--- src/rtl/tone_generator.sv ---
// rtl/tone_generator.sv - square-wave speaker drive from a half-period note code
// Tick length scales with the octave select so a single note table spans four octaves.
module tone_generator #(
  parameter int PRESCALE = 1000
) (
  input  logic       clk,
  input  logic       rst,
  input  logic       en,
  input  logic [5:0] note,
  input  logic [1:0] octave,
  output logic       spk,
  output logic       active,
  output logic       toggle
);

  localparam int PW = $clog2(PRESCALE);

  logic [PW-1:0] pres;
  logic [5:0]    hcnt;
  logic [5:0]    note_q;
  logic [31:0]   tick_max;
  logic [PW-1:0] tick_last;
  logic          tick;
  logic          half_done;
  logic          note_change;
  logic          idle;

  // Octave changes act immediately; the >= compare keeps a shortened tick from overrunning.
  assign tick_max    = 32'(PRESCALE) >> octave;
  assign tick_last   = PW'(tick_max - 32'd1);
  assign tick        = (pres >= tick_last);
  assign half_done   = (hcnt == (note_q - 6'd1));
  assign note_change = (note != note_q);
  assign idle        = (note_q == 6'd0) || !en;

  always_ff @(posedge clk) begin
    if (rst) begin
      spk    <= 1'b0;
      active <= 1'b0;
      toggle <= 1'b0;
      pres   <= '0;
      hcnt   <= '0;
      note_q <= '0;
    end else if (note_change) begin
      note_q <= note;
      pres   <= '0;
      hcnt   <= '0;
      spk    <= 1'b0;
      toggle <= 1'b0;
      active <= en && (note != 6'd0);
    end else if (idle) begin
      spk    <= 1'b0;
      toggle <= 1'b0;
      active <= 1'b0;
      pres   <= '0;
      hcnt   <= '0;
    end else begin
      active <= 1'b1;
      if (tick) begin
        pres <= '0;
        if (half_done) begin
          hcnt   <= '0;
          spk    <= ~spk;
          toggle <= 1'b1;
        end else begin
          hcnt   <= hcnt + 6'd1;
          toggle <= 1'b0;
        end
      end else begin
        pres   <= pres + PW'(1);
        toggle <= 1'b0;
      end
    end
  end

endmodule

--- config.mk ---
export PLATFORM = sky130hd
export DESIGN_NAME = tone_generator
export DESIGN_NICKNAME = d
export VERILOG_FILES = /design/src/rtl/tone_generator.sv
export SDC_FILE = /design/constraint.sdc
export NUM_CORES = 1
export LEC_CHECK = 0
export ABC_AREA = 1
export CORE_ASPECT_RATIO = 0.6
export CORE_MARGIN = 2
export CORE_UTILIZATION = 62
export DETAILED_ROUTE_END_ITERATION = 10
export MAX_ROUTING_LAYER = met4
export PLACE_DENSITY = 0.85
export SETUP_SLACK_MARGIN = 0.4
export SLEW_MARGIN = 0
export SYNTH_ARGS = -nofsm -noshare
export SYNTH_HDL_FRONTEND = slang
export SYNTH_SLANG_ARGS = --single-unit
--- constraint.sdc ---
create_clock -name clk -period 3.45 [get_ports clk]
set_clock_uncertainty 0.1 [all_clocks]
set_input_delay 0.69 -clock clk [delete_from_list [all_inputs] [get_ports clk]]
set_output_delay 0.69 -clock clk [all_outputs]
set_load 0.01 [all_outputs]
; ---- Word-level counts from Yosys, hierarchy flattened
; Cells that the tools add are included.
[classes]
n_mux = 4
shifts = 1
bitwise = 2
n_eq_ne = 2
n_reduce_logical = 9
add_sub_neg = 4
magnitude_cmp = 1
[op_table]
columns = op, n
row1 = "adder 10 x 1 -> 10 bit, second input constant", 1
row2 = >= comparator 10 bit, 1
row3 = "right shift 10 x 2 -> 10 bit, first input constant", 1
row4 = "subtractor 10 x 1 -> 10 bit, second input constant", 1
row5 = OR reduction 4 bit, 2
row6 = "adder 6 x 1 -> 6 bit, second input constant", 1
row7 = equality test 6 bit, 1
row8 = logical NOT 6 bit, 1
row9 = 2-to-1 mux 6 bit, 1
row10 = != test 6 bit, 1
row11 = nonzero test 6 bit, 1
row12 = "subtractor 6 x 1 -> 6 bit, second input constant", 1
row13 = 2-to-1 mux 1 bit, 3
row14 = OR reduction 3 bit, 1
row15 = NOT 1 bit, 2
row16 = AND reduction 2 bit, 1
row17 = logical AND 1 bit, 1
row18 = logical NOT 1 bit, 1
row19 = logical OR 1 bit, 1
[word_totals]
reg_bits = 25
inputBits = 11
output_inout_bits = 3
wordCells = 29

; ---- Depth between registers and ports, before layout
; Gate-level depths: netlist of run 1.
[logic_depth]
word_depth = 5
ltp_mapped = 16
depth_no_buf = 16

; ---- Least setup slack after synthesis of run 1
; No wires, ideal clock.
[synth_path]
path_kind = input -> register
startpoint = input port octave[1]
endpoint = register hcnt[2]
path_stages = 15
n_path_buf = 1
setup_ps = 115
required_ps = 3235
arrival_time_ps = 2114
path_slack_ps = 1120
path_cell_list = inv_1 ha_1 nand2_1 nor2_1 ha_1 nand2_1 inv_1 nand2_1 nand2_1 nand2_1 nand3_1 buf_2 nand3_1 nand2_1 nor2_1
[synth_via]
elab_chain_cells = 3
[synth_rtl]
columns = element, line
row1 = from (decl), 10  ; input logic [1:0] octave,
row2 = right shift 10 x 2 -> 10 bit, 29  ; assign tick_max = 32'(PRESCALE) >> octave;
row3 = subtractor 10 x 1 -> 10 bit, 30  ; assign tick_last = PW'(tick_max - 32'd1);
row4 = >= comparator 10 bit, 31  ; assign tick = (pres >= tick_last);
row5 = to (signal assigned), 66  ; hcnt <= hcnt + 6'd1;
row6 = to (decl), 19  ; logic [5:0] hcnt;
; Every way passes these cells.
; A chain may end at the register's enable or synchronous reset.

; ---- Worst setup path in the final report of run 1
[layout_path]
startpoint = input port octave[1]
endpoint = register pres[9]
[layout_via]
elab_chain_cells = 4
[layout_rtl]
columns = element, line
row1 = right shift 10 x 2 -> 10 bit, 29
row2 = subtractor 10 x 1 -> 10 bit, 30
row3 = >= comparator 10 bit, 31
row4 = OR reduction 4 bit (no line), --
row5 = to (signal assigned), 70  ; pres <= pres + PW'(1);
row6 = to (decl), 18  ; logic [PW-1:0] pres;
; Every way passes these cells.

==> flow_results.org, run 1 <==
** Global routing
- The number of global-route vias before repair was roughly 1300.
- Entering global routing, the biggest net connects 15 pins.
- Total congestion overflow :: 0
- Global-route wire length before repair :: 5796 um
- Initial antenna violation count :: 0
- Gr usage total :: 0.2477

** Clocking
- Cell at the root of the clock tree :: sky130_fd_sc_hd__clkbuf_8
- TritonCTS built the clock tree.
- CTS HTree Levels :: 1
- Worst-path clk slew :: around 90 ps
- The clock net in this run drives a total of 25 sinks.
- Insertion delay of the later-clocked pin in the worst-skew pair :: about 270 ps
- Number of clock buffers inserted by TritonCTS :: 3
- Number of hold buffers added after cts :: 0
- In this run the post-CTS setup repair buffer count came out at 0.
- Deepest clock path buffer count :: 2

** Die
- Width of the die :: 70.81 um
- The core region is approximately 0.0025 mm2.
- The die is 44.09 um tall.
- Initial cell density of the core :: 0.6582
- Number of core rows :: 14
- During I/O placement, the number of pins put on the boundary was 14.
- Die ar. :: 0.003121 mm2

** Cells and area
- # diodes :: 0
- Non-filler instance count after layout :: 298
- Measured on the finished design, the core utilization comes to 0.7445.
- After the last flow step, the layout net total stands at just under 300.
- Relative to the synthesized area, the layout overhead comes to 13.11%.
- Of the cells placed in the final design, the portion with a size suffix greater than 1 is 0.07143.
- The filler cells instantiated in the layout total 210.

** Drt
- For this run, design rule violations remaining after detail routing come to 0.
- Starting DRT DRC Count :: 70
- Routed WL per cell :: 11.47 um
- Detailed Routing Iterations Pass 1 :: 4
- Final ANT Viol Nets :: 0
- WL final :: around 3400 um
- Total via count after detailed routing :: 1490
- In the routed layout, each cell is associated on average with a via count of 5.000.

** Placed design
- Half-perimeter wire length of the detailed placement result :: roughly 2700 um
- Port buffering added 13 buffers.
- The congestion estimate from routability-driven global placement came to 0.8973.
- Prior to clock tree synthesis, the placed netlist has a worst setup slack of roughly 250 ps.
- Total instance count after detailed placement :: 294

** STA
- For this run, the top clock speed supported by timing is around 360 MHz.
- For the pin with the worst max-slew slack, the measured transition is about 340 ps.
- Relative slew margins :: 0.7697
- The final number of hold-violating endpoints came to 0.
- Total Negative Setup Slacks :: 0 ps
- Slack of the critical path :: 646.1 ps
- In the finished design, the share of the clock period the worst path needs comes to 0.8127.
- Setup repair after global routing left no endpoint under its margin.
- Min Tclk post-route :: between 2000 and 3000 ps
- The final max-slew violation count came to 0.
- Setup violations remaining at the end of the flow were counted as 0.

** Synth
- Share of flip-flops with an asynchronous set or reset after synthesis :: 0
- Yosys instantiated no cell more often than sky130_fd_sc_hd__nand2_1.
- For this run, the register share of the synthesized area comes to 0.3014.
- Syn Inst Count :: ~250
- Number of distinct library cells after synthesis :: 28
- In the synthesized netlist, the cells that appear most often are 69 x sky130_fd_sc_hd__nand2_1, 41 x sky130_fd_sc_hd__inv_1, 36 x sky130_fd_sc_hd__nor2_1.
- The number of nets in the synthesized netlist is 277.
- Area share of the largest cell type after synthesis :: 0.3014
- Primary FF master, synth :: sky130_fd_sc_hd__dfxtp_1
- By area the synthesized netlist is led by sky130_fd_sc_hd__dfxtp_1 30%, sky130_fd_sc_hd__nand2_1 16%, sky130_fd_sc_hd__ha_1 11%, sky130_fd_sc_hd__inv_1 9.3%, sky130_fd_sc_hd__nor2_1 8.1%.
- Counting flops and latches in the post-synthesis netlist gives 25.
- Number of enable-type register cells in the synthesized netlist :: 0
- Yosys printed 0 warnings.
- The synthesized netlist occupies a cell area of between 0.0015 and 0.002 mm2.
- Cell type with the highest aggregate area in the netlist :: sky130_fd_sc_hd__dfxtp_1
- Average cell area after synthesis :: approximately 6.6 um2

** Status
- The run finished with clean final reports.

** Worst setup path
- On the critical path, the stage with the largest delay is an instance of sky130_fd_sc_hd__clkdlybuf4s50_1.
- In this run the register-to-register setup slack is 1490 ps.
- Buffers plus inverters on the worst setup path :: 5
- CP endpoint kind :: flip-flop
- Required arrival time at the worst endpoint :: 3560 ps
- Data arrives at the worst endpoint at 2920 ps.
- Maximum fanout count along the critical path :: 11
- The worst setup path is launched from a primary input.
- The critical path is of the primary input to flip-flop type.
- Max incr delay on CP :: between 500 and 600 ps
- In this run the critical register-to-register path is captured at hcnt[3].
- The worst register-to-register path begins at note_q[0].
- The cell family contributing the most delay on the critical path is buffers and inverters.
- Most frequent CP cell :: sky130_fd_sc_hd__nand2_1
- The critical path goes through clkdlybuf4s50_1, inv_1, ha_1, nand2_1, nor2_1, ha_1, nand2_1, inv_1, nand2_1, nand2_1, nand2_1, nand3_2, inv_1, nand2_4, inv_2, nand2_1, nor2_1.
- The number of cells on the worst reg-to-reg path is 12.

** Worst hold path
- The startpoint identified for the worst hold timing path is pres[0].
- Worst Hold Endpoint :: pres[0]
- Hold-critical path depth :: 1
- Path class of the lowest-slack min-delay path :: flip-flop to flip-flop

** Power
- For this design the static power due to leakage is roughly 0.9 nW.
- The design draws 0.0005488 W.
- For this design the ratio of total power to cell area is 292.2 mW/mm2.
- Across the VDD grid, the largest voltage drop is 0.0001700 V.

** Job
- Max-cap violations :: 0
layout by cell type (no fill, tap or decap), types with 3 or more instances in the layout:
cell type,synthesis,routed
sky130_fd_sc_hd__a21oi_1,3,3
sky130_fd_sc_hd__clkbuf_8,0,3
sky130_fd_sc_hd__clkdlybuf4s50_1,0,13
sky130_fd_sc_hd__dfxtp_1,25,25
sky130_fd_sc_hd__ha_1,15,15
sky130_fd_sc_hd__inv_1,41,41
sky130_fd_sc_hd__nand2_1,69,69
sky130_fd_sc_hd__nand3_1,20,18
sky130_fd_sc_hd__nand3_2,2,4
sky130_fd_sc_hd__nand4_1,7,7
sky130_fd_sc_hd__nor2_1,36,36
sky130_fd_sc_hd__nor3_1,5,5
sky130_fd_sc_hd__xor2_1,9,9
stage by stage:
| step | hold slack [ps] | area (um2) |
|---|---|---|
| floorplan | 329.7 | 1660 |
| global placement | 356.3 | 1822 |
| finish | 375.0 | 1878 |
| global route | 419.6 | 1878 |
| detailed placement | 354.6 | 1822 |
| CTS | 375.9 | 1868 |
timing repair:
item | 4_1_cts | 5_1_grt
setup endpoints to repair | 0 | 8
gates resized for setup | 0 | 2
endpoints found under the hold margin | 0 | 0
registers in the layout, summed over array words and instances, names as in the netlist:
register / cells
note_q: 6
spk: 1
active: 1
hcnt: 6
pres: 10
toggle: 1
layout make-up:
type | instances | area (um2) | share of cell area
Inverter | 43 | 161.4 | 0.08594
Timing Repair Buffer | 13 | 130.1 | 0.06929
Sequential cell | 25 | 500.5 | 0.2665
Tap cell | 32 | 40.04 | 0.02132
Multi-Input combinational cell | 181 | 999.7 | 0.5323
Clock inverter | 1 | 5.005 | 0.002665
Clock buffer | 3 | 41.29 | 0.02199
layer usage:
metal,vias up,share of wire,GRT usage
met5,-,0,-
met4,0,0.0050,0.03396
met3,5,0.044,0.05467
met2,29,0.36,0.3084
met1,646,0.59,0.4034
li1,810,-,-
where the power goes:
part / switching (W) / internal (W) / total, W
logic: 0.0000436 / 0.0000344 / 0.0000779
clock network: 0.0000921 / 0.0000808 / 0.000173
registers: 0.00000520 / 0.000293 / 0.000298
kinds of logic after synthesis:
family / after synthesis / synth area share
xor+xnor: 10 / 0.05275
flops: 25 / 0.3014
fa+ha+maj: 15 / 0.1130
buf+inv: 45 / 0.1025
simple gates: 151 / 0.4130
compound gates: 5 / 0.01733
worst max path at each step:
| stage | startpoint | to | slack (ps) | cells after the start |
|---|---|---|---|---|
| 5_1_grt | octave[1] | hcnt[1] | 470 | 17 |
| 2_1_floorplan | octave[1] | hcnt[2] | 1120 | 15 |
| 3_5_place_dp | octave[1] | hcnt[2] | 250 | 15 |
| 4_1_cts | octave[1] | hcnt[3] | 550 | 15 |
| 6_report | octave[1] | pres[9] | 650 | 17 |
| 3_3_place_gp | octave[1] | pres[7] | 340 | 15 |
Note: power is estimated with default switching activity, not from simulation.
==> inputs of run 2 (changes only) <==
--- a/config.mk
+++ b/config.mk
@@ -8,10 +8,10 @@
 export ABC_AREA = 1
 export CORE_ASPECT_RATIO = 0.6
 export CORE_MARGIN = 2
-export CORE_UTILIZATION = 62
+export CORE_UTILIZATION = 57
 export DETAILED_ROUTE_END_ITERATION = 10
 export MAX_ROUTING_LAYER = met4
-export PLACE_DENSITY = 0.85
+export PLACE_DENSITY = 0.79
 export SETUP_SLACK_MARGIN = 0.4
 export SLEW_MARGIN = 0
 export SYNTH_ARGS = -nofsm -noshare
==> constraint.sdc (replaced) <==
create_clock -name clk -period 2.9 [get_ports clk]
set_clock_uncertainty 0.1 [all_clocks]
set_input_delay 0.58 -clock clk [delete_from_list [all_inputs] [get_ports clk]]
set_output_delay 0.58 -clock clk [all_outputs]
set_load 0.01 [all_outputs]
==> flow_results.org, run 2 (same netlist as run 1, synthesis figures left out) <==
** Status
- The run finished with clean final reports.

** Drt
- Remaining DRCs :: 0
- After the first detailed-routing iteration, the DRC count stood at 91.
- Total via count after detailed routing :: 1494
- Routed WL per cell :: 11.38 um
- The routed design has 3481 um of wire.
- The detail route stage leaves a number of antenna-violating nets equal to 0.
- Detailed Routing Iterations Pass 1 :: 4
- In the routed layout, each cell is associated on average with a via count of 4.882.

** Worst setup path
- Required arrival time at the worst endpoint :: just under 3000 ps
- CP endpoint kind :: flip-flop
- Reg-to-reg slack, setup :: roughly 970 ps
- Maximum fanout count along the critical path :: 7
- Arrival time reported for the critical path endpoint :: 2390 ps
- Reg2Reg Launch Point :: note_q[0]
- Category of the critical setup timing path :: primary input to flip-flop
- STA classifies the critical path startpoint as a primary input.
- Crit path from :: octave[1]

** Die
- Initial cell density of the core :: 0.5898
- From bottom edge to top edge, the die measures 45.81 um.
- The die covers 0.003375 mm2.
- Row generation in the floorplan step produced 15 rows.
- The region available for standard cell placement spans 0.002815 mm2.
- The die is 73.68 um wide.
- 14 I/O pins were placed.

** Clocking
- CTS HTree Levels :: 1
- Worst-path clk slew :: 80 ps
- Insertion delay of the later-clocked pin in the worst-skew pair :: 270 ps
- CTS sink count :: 25
- Number of clock buffers inserted by TritonCTS :: 3
- TritonCTS clock tree :: done
- Number of hold buffers added after cts :: 0
- Cell at the root of the clock tree :: sky130_fd_sc_hd__clkbuf_8
- In this run the deepest clock path goes through 2 buffers.

** Global routing
- The initial antenna violation count was 0.
- Met2 layer usage reported by global route :: 0.2804
- For met3 alone, demand over resource in global routing was 0.05752.
- Maximum number of pins on one net before global-route repair :: 15
- Busiest layer in global routing :: met1
- For met1 alone, demand over resource in global routing was 0.3672.
- Global routing finished with a remaining overflow of 0.
- Across every metal layer, demand over resource in global routing totals 0.2324.
- Global-route wire length before repair :: 5692 um
- The number of global-route vias before repair came to 1236.

** Placed design
- Half-perimeter wire length of the detailed placement result :: around 2800 um
- Total instance count after detailed placement :: 301
- Port buffering added 13 buffers.
- Post-Place Cell Area :: 0.001862 mm2
- The congestion estimate from routability-driven global placement came to 0.8044.

** STA
- In this run the tightest slew margin relative to its limit is 0.7482.
- The final max-slew violation count was 0.
- Static timing analysis puts the maximum clock frequency at approximately 430 MHz.
- Dividing the final minimum period by the clock period gives 0.7996.
- Min Tclk post-route :: ~2300 ps
- Final count of negative-setup-slack endpoints :: 0
- Setup repair after global routing left no endpoint under its margin.
- Actual transition at the worst max-transition pin :: 374.2 ps
- The final number of hold-violating endpoints is 0.

** Power
- PD cells :: 335.4 mW/mm2
- Static power due to leakage :: ~0.95 nW
- The worst-case IR drop observed on VDD is 0.0002013 V.
- Power, Total :: 0.0006547 W

** Cells and area
- Flip-flop count of the largest register, all copies and words added :: 10
- At the end of the flow, the number of nets in the layout was around 300.
- Top Registers :: pres x10, hcnt x6, note_q x6
- Measured on the finished design, the core utilization comes to 0.6933.
- From synthesis to final layout, the design area changed by 17.56%.
- # diodes :: 0
- pres holds more flip-flops than any other register.
- In the layout the commonest cells are 69 x sky130_fd_sc_hd__nand2_1, 40 x sky130_fd_sc_hd__inv_1, 36 x sky130_fd_sc_hd__nor2_1.
- Leading cell type in the layout, fill and taps excluded :: sky130_fd_sc_hd__nand2_1
- Layout cell share with drive strength beyond 1 :: 0.1029
- For this run, the number of standard cells in the final layout without fillers is about 300.
- The finished cells cover around 0.002 mm2.

** Job
- The tool flagged a number of max-cap violations equal to 0.

** Worst hold path
- Path class of the lowest-slack min-delay path :: flip-flop to flip-flop
- Hold wc startpoint :: pres[0]
==> run 2: report_power, final <==
part	internal [W]	leakage, nW	switching [W]
Combinational	0.0000436	0.724	0.0000530
Clock	0.0000961	0.0255	0.000107
Sequential	0.000348	0.203	0.00000625
==> run 2: per-stage QoR <==
stage / setup TNS (ps) / setup WS, ps / hold WS [ps]
global route: 0 / 379.2 / 400.9
finish: 0 / 581.1 / 370.8
detailed placement: -1135 / -128.7 / 363.5
CTS: 0 / 420.3 / 383.2
global placement: -62.50 / -28.29 / 358.9
floorplan: 0 / 680.2 / 329.7
==> run 2: cell type report <==
cell class	count	area [um2]
multi-input cells	181	1025
fillers	248	863.3
flip-flops and latches	25	500.5
repair buffers	19	176.4
inverters	43	161.4
well taps	34	42.54
clock buffers	3	41.29
clock inverters	1	5.005
==> run 2: worst max-delay path, stage by stage <==
cell and delay, ps:
sky130_fd_sc_hd__dlygate4sd2_1 270, sky130_fd_sc_hd__inv_2 80, sky130_fd_sc_hd__ha_1 190, sky130_fd_sc_hd__nand2_1 70
sky130_fd_sc_hd__nor2_1 40, sky130_fd_sc_hd__ha_1 290, sky130_fd_sc_hd__nand2_1 90, sky130_fd_sc_hd__inv_1 50
sky130_fd_sc_hd__nand2_1 60, sky130_fd_sc_hd__nand2_1 50, sky130_fd_sc_hd__nand2_1 100, sky130_fd_sc_hd__nand3_4 110
sky130_fd_sc_hd__buf_4 170, sky130_fd_sc_hd__nand3_1 60, sky130_fd_sc_hd__nand2_1 50, sky130_fd_sc_hd__nand2_1 70
sky130_fd_sc_hd__nor2_1 50
==> run 2: worst paths after layout <==
path / to / cells past startpoint
worst max register to register: hcnt[3] / 12
worst min-delay path: pres[0] / 1
worst max-delay path: hcnt[5] / 17
worst min register to register: pres[0] / 1
==> run 2: repair_timing <==
action | in CTS | in global routing
endpoints found under the setup margin | 18 | 18
setup buffers | 1 | 0
pin swaps | 2 | 0
gates resized for setup | 6 | 3
==> run 2: per-layer routing <==
layer	vias up	routed length [um]
met1	634	2007
li1	824	-
met4	0	8
met5	-	0
met3	2	223
met2	34	1241
